## src/rtl/sdi_key_loader_pkg.sv

```systemverilog
// Shared constants for the SDI key loader: bus width, opcodes, segment types
// and the loader FSM encoding.
package sdi_key_loader_pkg;

    localparam int SDI_BUSW = 32;

    localparam logic [3:0] OP_LDKEY = 4'h4;
    localparam logic [3:0] SEG_KEY  = 4'hC;

    typedef enum logic [1:0] {
        S_INSTR  = 2'd0,
        S_HDR    = 2'd1,
        S_DATA   = 2'd2,
        S_COMMIT = 2'd3
    } state_t;

endpackage

```

## src/rtl/sdi_key_loader.sv

```systemverilog
// SDI key receiver: parses LDKEY + KEY header, assembles the masked key shares
// into a register bank and commits them to the tweak-key load path.
module sdi_key_loader
    import sdi_key_loader_pkg::*;
#(
    parameter int BUSW     = SDI_BUSW,
    parameter int SHARES   = 2,
    parameter int KEYBYTES = 16
) (
    input  logic                        clk,
    input  logic                        rst,
    input  logic [BUSW-1:0]             sdi_data,
    input  logic                        sdi_valid,
    output logic                        sdi_ready,
    input  logic                        key_lock,
    output logic [8*KEYBYTES*SHARES-1:0] key_data,
    output logic                        key_valid,
    output logic                        key_update,
    output logic                        key_err
);

    localparam int NW = KEYBYTES / 4;
    localparam int SW = (SHARES > 1) ? $clog2(SHARES) : 1;
    localparam int WW = (NW > 1) ? $clog2(NW) : 1;

    state_t                             state;
    logic [SW-1:0]                      share_idx;
    logic [WW-1:0]                      word_idx;
    logic [SHARES-1:0][NW-1:0][BUSW-1:0] key_words;
    logic                               accept;

    // Key word 0 sits in the top slot of each share, so the word index is reversed.
    assign key_data = key_words;
    assign accept   = sdi_valid && sdi_ready;

    always_comb begin
        sdi_ready = 1'b0;
        if (!rst) begin
            case (state)
                S_INSTR:       sdi_ready = !key_lock;
                S_HDR, S_DATA: sdi_ready = 1'b1;
                default:       sdi_ready = 1'b0;
            endcase
        end
    end

    always_ff @(posedge clk) begin
        if (rst) begin
            state      <= S_INSTR;
            share_idx  <= '0;
            word_idx   <= '0;
            key_words  <= '0;
            key_valid  <= 1'b0;
            key_update <= 1'b0;
            key_err    <= 1'b0;
        end else begin
            key_update <= 1'b0;
            key_err    <= 1'b0;
            case (state)
                S_INSTR: begin
                    if (accept) begin
                        if (sdi_data[31:28] == OP_LDKEY) begin
                            state     <= S_HDR;
                            key_valid <= 1'b0;
                        end else begin
                            key_err <= 1'b1;
                        end
                    end
                end
                S_HDR: begin
                    if (accept) begin
                        if (sdi_data[31:28] == SEG_KEY && sdi_data[15:0] == 16'(KEYBYTES)) begin
                            state     <= S_DATA;
                            share_idx <= '0;
                            word_idx  <= '0;
                        end else begin
                            state   <= S_INSTR;
                            key_err <= 1'b1;
                        end
                    end
                end
                S_DATA: begin
                    if (accept) begin
                        key_words[share_idx][WW'(NW-1) - word_idx] <= sdi_data;
                        if (share_idx == SW'(SHARES-1)) begin
                            share_idx <= '0;
                            if (word_idx == WW'(NW-1)) begin
                                state      <= S_COMMIT;
                                key_valid  <= 1'b1;
                                key_update <= 1'b1;
                            end else begin
                                word_idx <= word_idx + 1'b1;
                            end
                        end else begin
                            share_idx <= share_idx + 1'b1;
                        end
                    end
                end
                default: state <= S_INSTR;
            endcase
        end
    end

endmodule

```

## config.mk

```make
export PLATFORM = sky130hd
export DESIGN_NAME = sdi_key_loader
export DESIGN_NICKNAME = d
export VERILOG_FILES = /design/src/rtl/sdi_key_loader_pkg.sv /design/src/rtl/sdi_key_loader.sv
export SDC_FILE = /design/constraint.sdc
export NUM_CORES = 1
export LEC_CHECK = 0
export CORE_MARGIN = 5
export CORE_UTILIZATION = 45
export CTS_CLUSTER_DIAMETER = 200
export DETAILED_ROUTE_END_ITERATION = 10
export PLACE_DENSITY = 0.87
export SLEW_MARGIN = 5
export SYNTH_ARGS = -nofsm -noshare
export SYNTH_HDL_FRONTEND = slang
export SYNTH_SLANG_ARGS = --single-unit
```

## constraint.sdc

```tcl
create_clock -name clk -period 2.2 [get_ports clk]
set_input_delay 0.33 -clock clk [delete_from_list [all_inputs] [get_ports clk]]
set_output_delay 0.33 -clock clk [all_outputs]
set_load 0.005 [all_outputs]
```

# [Word level (Yosys, flattened, before mapping)]
# Cells that the tools add are included.
[word_totals] elab_cells=91 out_inout_bits=260 regBits=264
[classes] bitwise=3 order_cmp=4 n_mux=38 eq_ne=14 add_sub_neg=3 reduce_logical=15
[ops] cell="256-bit bitwise mux" count=1
[ops] cell="128-bit demux with 1-bit select" count=1
[ops] cell="128-bit 2-to-1 mux" count=1
[ops] cell="32-bit demux with 2-bit select" count=1
[ops] cell="32-bit 2-to-1 mux" count=1
[ops] cell="2-bit 2-to-1 mux" count=12
[ops] cell="6-bit AND reduction" count=3
[ops] cell="16-bit by 5-bit equality test with 1-bit output, second input constant" count=1
[ops] cell="2-bit != test, second input constant" count=8
[ops] cell="1-bit 2-to-1 mux" count=15
[ops] cell="1-bit one-hot mux with 2 select lines" count=4
[ops] cell="2-bit one-hot mux with 3 select lines" count=1
[ops] cell="2-bit equality test, second input constant" count=2
[ops] cell="4-bit by 3-bit equality test with 1-bit output, second input constant" count=1
[ops] cell="4-bit equality test, second input constant" count=1
[ops] cell="1-bit logical AND" count=4
[ops] cell="2-bit one-hot mux with 2 select lines" count=1
[ops] cell="4-bit AND reduction" count=1
[ops] cell="2-bit nonzero test" count=2
[ops] cell="4-bit OR reduction" count=1
[ops] cell="2-bit by 3-bit less-than comparator with 1-bit output, second input constant" count=1
[ops] cell="1-bit NOT" count=3
[ops] cell="2-bit by 1-bit adder with 2-bit output, second input constant" count=1
[ops] cell="2-bit by 1-bit equality test with 1-bit output, second input constant" count=1
[ops] cell="9 further kinds" count=9

# [Logic depth before layout (Yosys ltp)]
# Gate-level depths: netlist of run 1.
[depth] ltp_word=8 ltp_mapped=10 mapped_depth_nobuf=8

# [Worst setup path after synthesis of run 1]
# Ideal clock, no wire load.
[synth_timing] path_kind="register to register" start="register state[0]" end="register key_words, in the netlist key_data[139]" synth_period_minus_slack_ns=1.897 stages_incl_launch_ff=10 path_slack_ns=0.303 t_arrival_ns=1.827 n_path_buf=2 cell_sequence="dfxtp_1 -> inv_1 -> ha_1 -> and2b_1 -> o21ai_2 -> or3_1 -> buf_2 -> buf_1 -> nand2_1 -> a21oi_1"
[synth_between] elab_chain_len=6 elab_cells_between_ends=8 classes_between="eq/ne (2); mux (2); reduce/logical (4)"
[synth_rtl] element="start: declaration" line="sdi_key_loader.sv:26" rtl="state_t state;"
[synth_rtl] element="start signal: assignment" line="sdi_key_loader.sv:49" rtl="state <= S_INSTR;"
[synth_rtl] element="start signal: assignment" line="sdi_key_loader.sv:63" rtl="state <= S_HDR;"
[synth_rtl] element="start signal: assignment" line="sdi_key_loader.sv:73" rtl="state <= S_DATA;"
[synth_rtl] element="2-bit equality test / 2-bit by 1-bit equality test with 1-bit output (equally long branches)" line="sdi_key_loader.sv:39, sdi_key_loader.sv:59"
[synth_rtl] element="2-bit OR reduction" line="sdi_key_loader.sv:39" rtl="case (state)"
[synth_rtl] element="1-bit one-hot mux with 2 select lines" line="sdi_key_loader.sv:39"
[synth_rtl] element="1-bit 2-to-1 mux" line="sdi_key_loader.sv:38" rtl="if (!rst) begin"
[synth_rtl] element="1-bit logical AND" line="sdi_key_loader.sv:34" rtl="assign accept = sdi_valid && sdi_ready;"
[synth_rtl] element="2-bit AND reduction (no line) (*)"
[synth_rtl] element="end signal: indexed assignment" line="sdi_key_loader.sv:84" rtl="key_words[share_idx][WW'(NW-1) - word_idx] <= sdi_data;"
[synth_rtl] element="end: declaration" line="sdi_key_loader.sv:29" rtl="logic [SHARES-1:0][NW-1:0][BUSW-1:0] key_words;"
# Mark *: on every way between the ends. The rest lies on a longest branch, timed or not.
# A chain may end at the register's enable or synchronous reset.

# [Worst setup path in the final report of run 1]
[layout_timing] start="register state[0]" end="register key_words, in the netlist key_data[224]"
# The elaborated chain is that of the path after synthesis.

==> results of run 1 <==
[metrics by stage]
stage | std cells | hold slack, ps
CTS | 1800 | 326
floorplan | 1230 | 453
global placement | 1751 | 440
finish | 1800 | 342
detailed placement | 1751 | 446
global route | 1800 | 369
[cell type report]
class | instances | area [um^2]
tap | 275 | 344
clock buffer | 40 | 774
clock inverter | 9 | 128
sequential | 264 | 5290
fill | 1668 | 7180
multi-input combinational | 833 | 3840
inverter | 13 | 56.3
timing repair buffer | 366 | 3550
[final timing paths]
| check | endpoint | depth (start not counted) | slack [ps] | startpoint |
|---|---|---|---|---|
| min | key_err$_SDFF_PP0_ | 5 | 340 | rst |
| max reg2reg | key_data[224]$_SDFFE_PP0P_ | 8 | 120 | state[0]$_SDFFE_PP0P_ |
| min reg2reg | key_data[65]$_SDFFE_PP0P_ | 2 | 450 | key_data[65]$_SDFFE_PP0P_ |
| max | key_data[224]$_SDFFE_PP0P_ | 8 | 120 | state[0]$_SDFFE_PP0P_ |
[worst min-delay path, stage by stage]
cell      delay [ps]
clkbuf_8         120
nor3b_4           50
o21ai_4          130
buf_4            150
a211oi_1          40
[state kept, by name (all words and copies together), names as in the netlist]
signal,cells
key_data,256
state,2
word_idx,2
key_err,1
key_update,1
key_valid,1
share_idx,1
[where the power goes]
part	total (W)	switching, W	leakage, nW	internal [W]
logic	0.000340	0.000226	2.10	0.000114
registers	0.00478	0.000000990	2.13	0.00478
clock network	0.00466	0.00188	0.445	0.00278
[cell usage after synthesis (2+ instances only)]
| master | instances | area [um^2] |
|---|---|---|
| nand2_1 | 516 | 1940 |
| dfxtp_1 | 264 | 5290 |
| a21oi_1 | 257 | 1290 |
| buf_2 | 54 | 270 |
| clkbuf_1 | 51 | 191 |
| inv_1 | 11 | 41.3 |
| buf_4 | 9 | 67.6 |
| ha_1 | 8 | 100 |
| buf_6 | 5 | 56.3 |
| a211oi_1 | 4 | 30.0 |
| nor4_4 | 4 | 85.1 |
| or3_1 | 4 | 25.0 |
| or4_1 | 4 | 30.0 |
| nor3_4 | 3 | 48.8 |
| and3_1 | 2 | 12.5 |
| nand3_1 | 2 | 10.0 |
| nor2_1 | 2 | 7.51 |
| nor4_1 | 2 | 12.5 |
| o21ai_2 | 2 | 17.5 |
[per-layer routing]
layer	global-route usage, %	wire length [um]	vias up
li1	-	-	4503
met1	34.1	13400	4562
met2	45.0	16400	495
met3	6.08	3420	103
met4	11.7	1700	0
met5	0	0	-
[cell families after synthesis]
group | after synthesis | share of synthesized area [%]
and+or+nand+nor | 549 | 23.2
DFF | 264 | 54.3
buffers and inverters | 133 | 6.61
AOI/OAI and AO/OA | 276 | 14.8
adders and majority gates | 8 | 1.03
[what timing repair did]
item                                    4_1_cts  5_1_grt
buffers inserted                              0        0
gates resized for setup                       6        7
endpoints found under the setup margin       23       58
==> impl_results.md, run 1 <==
- Final Cell Area: 14000 um^2
- Final weighted congestion in routability-driven placement: roughly 0.84
- WP data arrival: 2520 ps
- Library cells used by synthesis: 45
- CP max stage cell: dfxtp_2
- Vias in the first global route: between 9000 and 10000
- Setup tns final: 0 ps
- Drt wl/cell: 19.4 um
- EDFF count, synth: 0
- Sequential share of the synthesized area: around 54%
- Area Overhead vs Synth: 43.6%
- Clk_lat worst skew: about 540 ps
- IO Count: a little under 300
- CTS sink count: 264
- CTS buffer count: 27
- Worst Path Class, Setup: flip-flop to flip-flop
- Max Clock Skew: 15.9 ps
- Setup ws final: approximately 120 ps
- CP startpoint kind: flip-flop
- Synthesized Nets: ~1300
- First-pass GRT wire length: 53100 um
- Max Freq: a little under 500 MHz
- Final antenna diode count: 0
- Post-layout util: around two thirds
- Tcrit/Tclk final: 94.5%
- DP HPWL: roughly 25000 um
- Commonest non-fill, non-tap cell in the layout: nand2_1
- Slew @ Worst Pin: approximately 700 ps
- Antenna violations before repair: 0
- CP required: around 2600 ps
- Antenna-violating nets left: 0
- Hold crit path type: primary input to flip-flop
- Slowest stage delay, CP: around 340 ps
- Vias per cell: 5.37
- Die area: 24700 um^2
- Total gr overflow: 0
- Max-slew violations: 0
- Initial DRC count: 764
- # nets final: 1549
- Gr usage total: roughly 27%
- Pwr Density: about 700 nW/um^2
- Total leakage power: around 4.7 nW
- Initial core utilization: 46.0%
- Clock transition at path regs: about 60 ps
- Power Total: a little under 0.01 W
- Worst slack, placed: -146 ps
- Synth warn: 0
- CP endpoint kind: flip-flop
- Final setup vio count: 0
- CTS tree: built
- Placed inst area: around 13000 um^2
- Async S/R FF share, synth: 0%
- Die Wd: 157 um
- RSZ-0062 raised after global routing: no
- Max-cap violations: 0
- Relative slew slack: between 50% and 60%
- DRC violations left: 0
- Layout cells sized above 1: under 10%
- TritonRoute pass-1 iters: 5
- Crit path buf inv count: 2
- Cell family with most CP delay: simple AND/OR/NAND/NOR gates
- Top_reg_cell synth: dfxtp_1
- Syn avg cell area: a little under 8 um^2
- Most numerous cell on the critical path: buf_4
- Total number of vias: ~9700
- Core area: roughly 21000 um^2
- Flops & latches, synth: about 260
- H-tree levels: 1
- CP Max Fanout: 12
- Mapped cell area: between 9000 and 10000 um^2
- CP Cell Sequence: ha_1 -> nor3b_4 -> o21ai_4 -> buf_4 -> nor3_4 -> buf_4 -> nand2_1 -> a21oi_1
- Mapped Cells: around 1200
- Status: finished, final reports clean
- VDD IR-drop max: 611 uV
- Buffers on Ports: between 200 and 300
- Final hold violation count: 0
- Minimum clock period: between 2000 and 2500 ps
- CTS Hold Buffers Added: 0
- Largest net degree at the start of global routing: about 140
- Row count: 53
- Max clock buf depth: 3
- CTS root buffer: clkbuf_16
- Die Span Y: about 160 um
- Total Wirelength: ~35000 um
- Commonest non-fill, non-tap cells in the layout: nand2_1 (516), clkdlybuf4s50_1 (293), dfxtp_1 (263)
No activity file was read; power rests on OpenSTA's default activity.
==> run 2, diff against run 1 <==
--- a/config.mk
+++ b/config.mk
@@ -9,7 +9,7 @@
 export CORE_UTILIZATION = 45
 export CTS_CLUSTER_DIAMETER = 200
 export DETAILED_ROUTE_END_ITERATION = 10
-export PLACE_DENSITY = 0.87
+export PLACE_DENSITY = 0.81
 export SLEW_MARGIN = 5
 export SYNTH_ARGS = -nofsm -noshare
 export SYNTH_HDL_FRONTEND = slang
==> impl_results.md, run 2 (synthesis gave the netlist of run 1 again) <==
- Reg2Reg Capture Point: key_data[51]$_SDFFE_PP0P_
- Hold crit path type: primary input to flip-flop
- Buffers on Ports: roughly 300
- Max reg flops: between 200 and 300
- Drt wl/cell: ~19 um
- Pwr Density: approximately 700 nW/um^2
- Die Span Y: between 150 and 200 um
- CTS buffer count: 28
- Status: finished, final reports clean
- DRC violations left: 0
- Final hold violation count: 0
- CP startpoint kind: flip-flop
- Max Clock Skew: 10.0 ps
- Most numerous cell on the critical path: buf_4
- First-pass GRT wire length: roughly 52000 um
- CP Cell Sequence: ha_1 -> nor3b_4 -> buf_4 -> o21ai_2 -> or4_1 -> buf_4 -> nand2_1 -> a21oi_1
- Cell family with most CP delay: simple AND/OR/NAND/NOR gates
- Antenna violations before repair: 0
- Commonest non-fill, non-tap cells in the layout: nand2_1 (516), clkdlybuf4s50_1 (293), dfxtp_1 (263)
- Clock transition at path regs: around 60 ps
- Hold path depth: 4
- R2R cell count: 8
- Vias per cell: between 5 and 6
- Antenna-violating nets left: 0
- Initial core utilization: between 40% and 50%
- DP HPWL: between 20000 and 25000 um
- Post-layout util: around 66%
- Logic gate share of total power: between 3 and 4%
- Max clock buf depth: 3
- # nets final: between 1500 and 2000
- CP endpoint kind: flip-flop
- Vias in the first global route: a little over 9000
- Max-cap violations: 0
- CP required: roughly 2600 ps
- CP max stage cell: or4_1
- Clk pwr share: around 48%
- Layout cells sized above 1: 8.67%
- CP Max Fanout: 20
- Net Sw Frac: a little over a fifth
- Row count: 53
- Worst Path Class, Setup: flip-flop to flip-flop
- Slew @ Worst Pin: about 750 ps
- Reg power frac: about half
- Slowest stage delay, CP: ~430 ps
- TritonRoute pass-1 iters: 5
- Crit path buf inv count: 2
- VDD IR-drop max: 595 uV
- CTS sink count: between 200 and 300
- Hold_ws: between 300 and 400 ps
- Total Wirelength: approximately 34000 um
- Reg-to-Reg Start: state[0]$_SDFFE_PP0P_
- Final setup vio count: 0
- Total leakage power: about 4.7 nW
- Core area: about 21000 um^2
- Setup tns final: 0 ps
- Clk_lat worst skew: 530 ps
- Sw power: between 0.002 and 0.0025 W
- Tcrit/Tclk final: 97.6%
- CTS root buffer: clkbuf_16
- Die Wd: about 160 um
- Relative slew slack: between 40% and 50%
- Max-slew violations: 0
- Max Freq: 466 MHz
- R2R setup slack: ~52 ps
- Internal power: 0.00771 W
- Final weighted congestion in routability-driven placement: 0.854
- IO Count: around 300
- Commonest non-fill, non-tap cell in the layout: nand2_1
- Area Overhead vs Synth: 43.8%
- H-tree levels: 1
- CTS tree: built
- Die area: 24700 um^2
- Worst hold endpoint: share_idx$_SDFFE_PP0P_
- Total number of vias: between 9000 and 10000
- Gr usage total: about a quarter
- Total gr overflow: 0
- Initial DRC count: 573
- Largest net degree at the start of global routing: around 150
- WP data arrival: between 2000 and 3000 ps
- Final antenna diode count: 0
- Hold_sp: rst
- Fill cells: roughly 1700
- Minimum clock period: 2150 ps
[run 2: cell types whose count changed in the layout (fill, tap and decap cells not counted), sizes merged]
cell,delta
clkinv,-1
clkbuf,+3
inv,-1
o21ai,+1
bufinv,-2
buf,-4
clkinvlp,+1
[run 2: repair_timing]
| action | in CTS | in global routing |
|---|---|---|
| endpoints found under the setup margin | 1 | 70 |
| gates cloned | 0 | 1 |
| hold buffers | 0 | 0 |
| setup buffers | 0 | 3 |
| pin swaps | 0 | 2 |
| resized for setup | 4 | 7 |
[run 2: tightest hold or removal path, cell delays in order]
cell      delay, ps
clkbuf_8        120
nor3b_4          60
o211ai_1        130
o221a_1         190
[run 2: power by group through the flow]
stage	combinational (W)	clock, W	sequential, W
finish	0.000337	0.00469	0.00478
floorplan	0.000167	0	0.00489
detailed placement	0.000319	0	0.00489
global placement	0.000319	0	0.00489
CTS	0.000321	0.00476	0.00478
global route	0.000352	0.00496	0.00478
[run 2: routing by layer]
layer	share of wire (%)	track usage (%)	wire (um)	vias up
met4	4.6	11.5	1580	0
met5	0	0	0	-
met2	47	43.6	16200	437
met3	9.6	7.78	3310	100
met1	39	32.3	13400	4505
li1	-	-	-	4495
[run 2: area by class of cell]
type / count / area (um^2) / share of cell area, %
clock buffers: 43 / 868 / 6.21
clock inverters: 6 / 61.3 / 0.438
inverters: 13 / 53.8 / 0.385
multi-input cells: 834 / 3830 / 27.3
flip-flops and latches: 264 / 5290 / 37.8
well taps: 275 / 344 / 2.46
repair buffers: 362 / 3550 / 25.4
[run 2: metrics by stage]
stage	std cells	area [um^2]	setup WS [ps]	power, W
global route	1797	14000	-41.6	0.0101
floorplan	1230	9730	303	0.00506
global placement	1744	13000	-336	0.00521
detailed placement	1744	13000	-345	0.00521
finish	1797	14000	51.9	0.00981
CTS	1793	13900	8.69	0.00986
[run 2: how the worst max path moves through the flow]
stage / startpoint / to / slack, ps / cells past startpoint
global route: state[0]$_SDFFE_PP0P_ / key_data[86]$_SDFFE_PP0P_ / -40 / 9
finish: state[0]$_SDFFE_PP0P_ / key_data[51]$_SDFFE_PP0P_ / 50 / 8
global placement: sdi_data[31] / share_idx$_SDFFE_PP0P_ / -340 / 7
floorplan: state[0]$_SDFFE_PP0P_ / key_data[139]$_SDFFE_PP0P_ / 300 / 9
CTS: state[1]$_SDFFE_PP0P_ / sdi_ready / 9 / 6
detailed placement: sdi_data[31] / word_idx[1]$_SDFFE_PP0P_ / -340 / 7
==> run 3, diff against run 2 <==
--- a/config.mk
+++ b/config.mk
@@ -6,10 +6,11 @@
 export NUM_CORES = 1
 export LEC_CHECK = 0
 export CORE_MARGIN = 5
-export CORE_UTILIZATION = 45
+export CORE_UTILIZATION = 47
 export CTS_CLUSTER_DIAMETER = 200
+export CTS_CLUSTER_SIZE = 16
 export DETAILED_ROUTE_END_ITERATION = 10
-export PLACE_DENSITY = 0.81
+export PLACE_DENSITY = 0.84
 export SLEW_MARGIN = 5
 export SYNTH_ARGS = -nofsm -noshare
 export SYNTH_HDL_FRONTEND = slang
==> impl_results.md, run 3 (synthesis gave the netlist of run 1 again) <==
- Setup ws final: ~29 ps
- Worst setup path end: key_data[129]$_SDFFE_PP0P_
- Final hold violation count: 0
- Max-cap violations: 0
- Layout cells sized above 1: under 10%
- TritonRoute pass-1 iters: 5
- CP Max Fanout: 8
- Row count: 52
- R2R cell count: 8
- Max Clock Skew: 15.5 ps
- R2R setup slack: about 29 ps
- Pwr Density: ~610 nW/um^2
- RSZ-0062 raised after global routing: yes
- Largest net degree at the start of global routing: 131
- Antenna violations before repair: 0
- Clock transition at path regs: 70 ps
- Total number of vias: between 9000 and 10000
- Final antenna diode count: 0
- Die Wd: 154 um
- Core area: a little over 20000 um^2
- Total Wirelength: 33700 um
- Area Overhead vs Synth: 41.3%
- Die Span Y: ~150 um
- Worst Path Class, Setup: flip-flop to flip-flop
- Tcrit/Tclk final: between 90% and 100%
- Minimum clock period: between 2000 and 2500 ps
- Commonest non-fill, non-tap cells in the layout: nand2_1 (516), clkdlybuf4s50_1 (293), dfxtp_1 (263)
- CTS sink count: 264
- CTS root buffer: clkbuf_16
- WP data arrival: between 2000 and 3000 ps
- Total gr overflow: 0
- IO Count: 296
- First-pass GRT wire length: 50800 um
- Vias per cell: approximately 5.3
- CP startpoint kind: flip-flop
- Initial core utilization: a little under half
- DRC violations left: 0
- Setup tns final: 0 ps
- CTS buffer count: 20
- Total leakage power: around 4.5 nW
- Worst setup path start: state[0]$_SDFFE_PP0P_
- Initial DRC count: around 620
- VDD IR-drop max: between 500 and 600 uV
- Antenna-violating nets left: 0
- Max-slew violations: 0
- Die area: between 20000 and 25000 um^2
- Clk_lat worst skew: about 500 ps
- Hold crit path type: primary input to flip-flop
- CP endpoint kind: flip-flop
- Post-Layout Cell Count: between 1500 and 2000
- CTS tree: built
- Slew @ Worst Pin: 828 ps
- Buffers on Ports: a little under 300
- # nets final: approximately 1500
- Gr usage total: 26.5%
- Worst slack, placed: -349 ps
- Final weighted congestion in routability-driven placement: about 0.86
- DP Cell Count: approximately 1700
- Drt wl/cell: approximately 19 um
- Vias in the first global route: just over 9000
- H-tree levels: 1
- Reg-to-Reg Start: state[0]$_SDFFE_PP0P_
- DP HPWL: between 20000 and 25000 um
- Final setup vio count: 0
- Max clock buf depth: 3
- CP required: around 2500 ps
- Max Freq: ~460 MHz
- CTS Hold Buffers Added: 0
- Reg2Reg Capture Point: key_data[129]$_SDFFE_PP0P_
- Status: finished, final reports clean
- Relative slew slack: between 40% and 50%
- Max reg flops: 256
- Commonest non-fill, non-tap cell in the layout: nand2_1
-- run 3: cell types whose count changed in the layout (fill, tap and decap cells not counted), moves of 3 or more --
cell / delta
buf_12: +3
buf_4: -6
buf_6: +4
clkbuf_1: -5
clkbuf_16: -6
clkbuf_8: -9
clkinv_2: -3
-- run 3: worst min path at each step --
stage,slack [ps],start,depth (start not counted),to
2_1_floorplan,450,key_data[0]$_SDFFE_PP0P_,2,key_data[0]$_SDFFE_PP0P_
3_3_place_gp,440,key_data[100]$_SDFFE_PP0P_,2,key_data[100]$_SDFFE_PP0P_
3_5_place_dp,450,key_data[13]$_SDFFE_PP0P_,2,key_data[13]$_SDFFE_PP0P_
4_1_cts,310,rst,4,share_idx$_SDFFE_PP0P_
5_1_grt,330,rst,4,share_idx$_SDFFE_PP0P_
6_report,330,rst,4,share_idx$_SDFFE_PP0P_
-- run 3: critical path: stages (launching register included) --
cell	delay (ps)
dfxtp_2	350
ha_2	210
nor3b_4	250
o21ai_4	140
buf_4	170
or3_4	520
clkbuf_16	220
nand2_1	70
a21oi_1	60
-- run 3: layout make-up --
cell class	instances	area (um^2)
Clock buffer	21	526
Clock inverter	1	8.76
Fill cell	1634	6560
Inverter	13	65.1
Multi-Input combinational cell	833	3850
Sequential cell	264	5290
Tap cell	270	338
Timing Repair Buffer	365	3660
Timing Repair inverter	1	8.76
-- run 3: repair_timing --
action	in CTS	in global routing
setup endpoints to repair	4	74
buffers inserted	0	3
cloned	0	4
gates resized for setup	6	13
pin swaps	0	3
-- run 3: metal layers --
layer | up-vias | part of all wire, % | global-route usage (%) | wire length (um)
met2 | 429 | 48 | 44.3 | 16200
met1 | 4406 | 39 | 33.3 | 13200
met3 | 82 | 8.9 | 6.41 | 3010
met4 | 0 | 3.8 | 10.0 | 1270
met5 | - | 0 | 0 | 0
li1 | 4473 | - | - | -
-- run 3: power breakdown --
part	total [W]	switching, W	leakage [nW]	internal (W)
clock network	0.00332	0.00162	0.263	0.00169
registers	0.00478	0.00000112	2.13	0.00478
logic	0.000328	0.000216	2.15	0.000113
total	0.00842	0.00184	4.54	0.00658
-- run 3: metrics by stage --
stage	instance area, um^2	util (%)	hold WS [ps]	total power [W]
detailed placement	13000	64.2	446	0.00520
global route	13700	67.7	329	0.00865
finish	13700	67.7	335	0.00842
CTS	13600	66.9	310	0.00846
global placement	13000	64.2	441	0.00520
floorplan	9730	-	453	0.00506
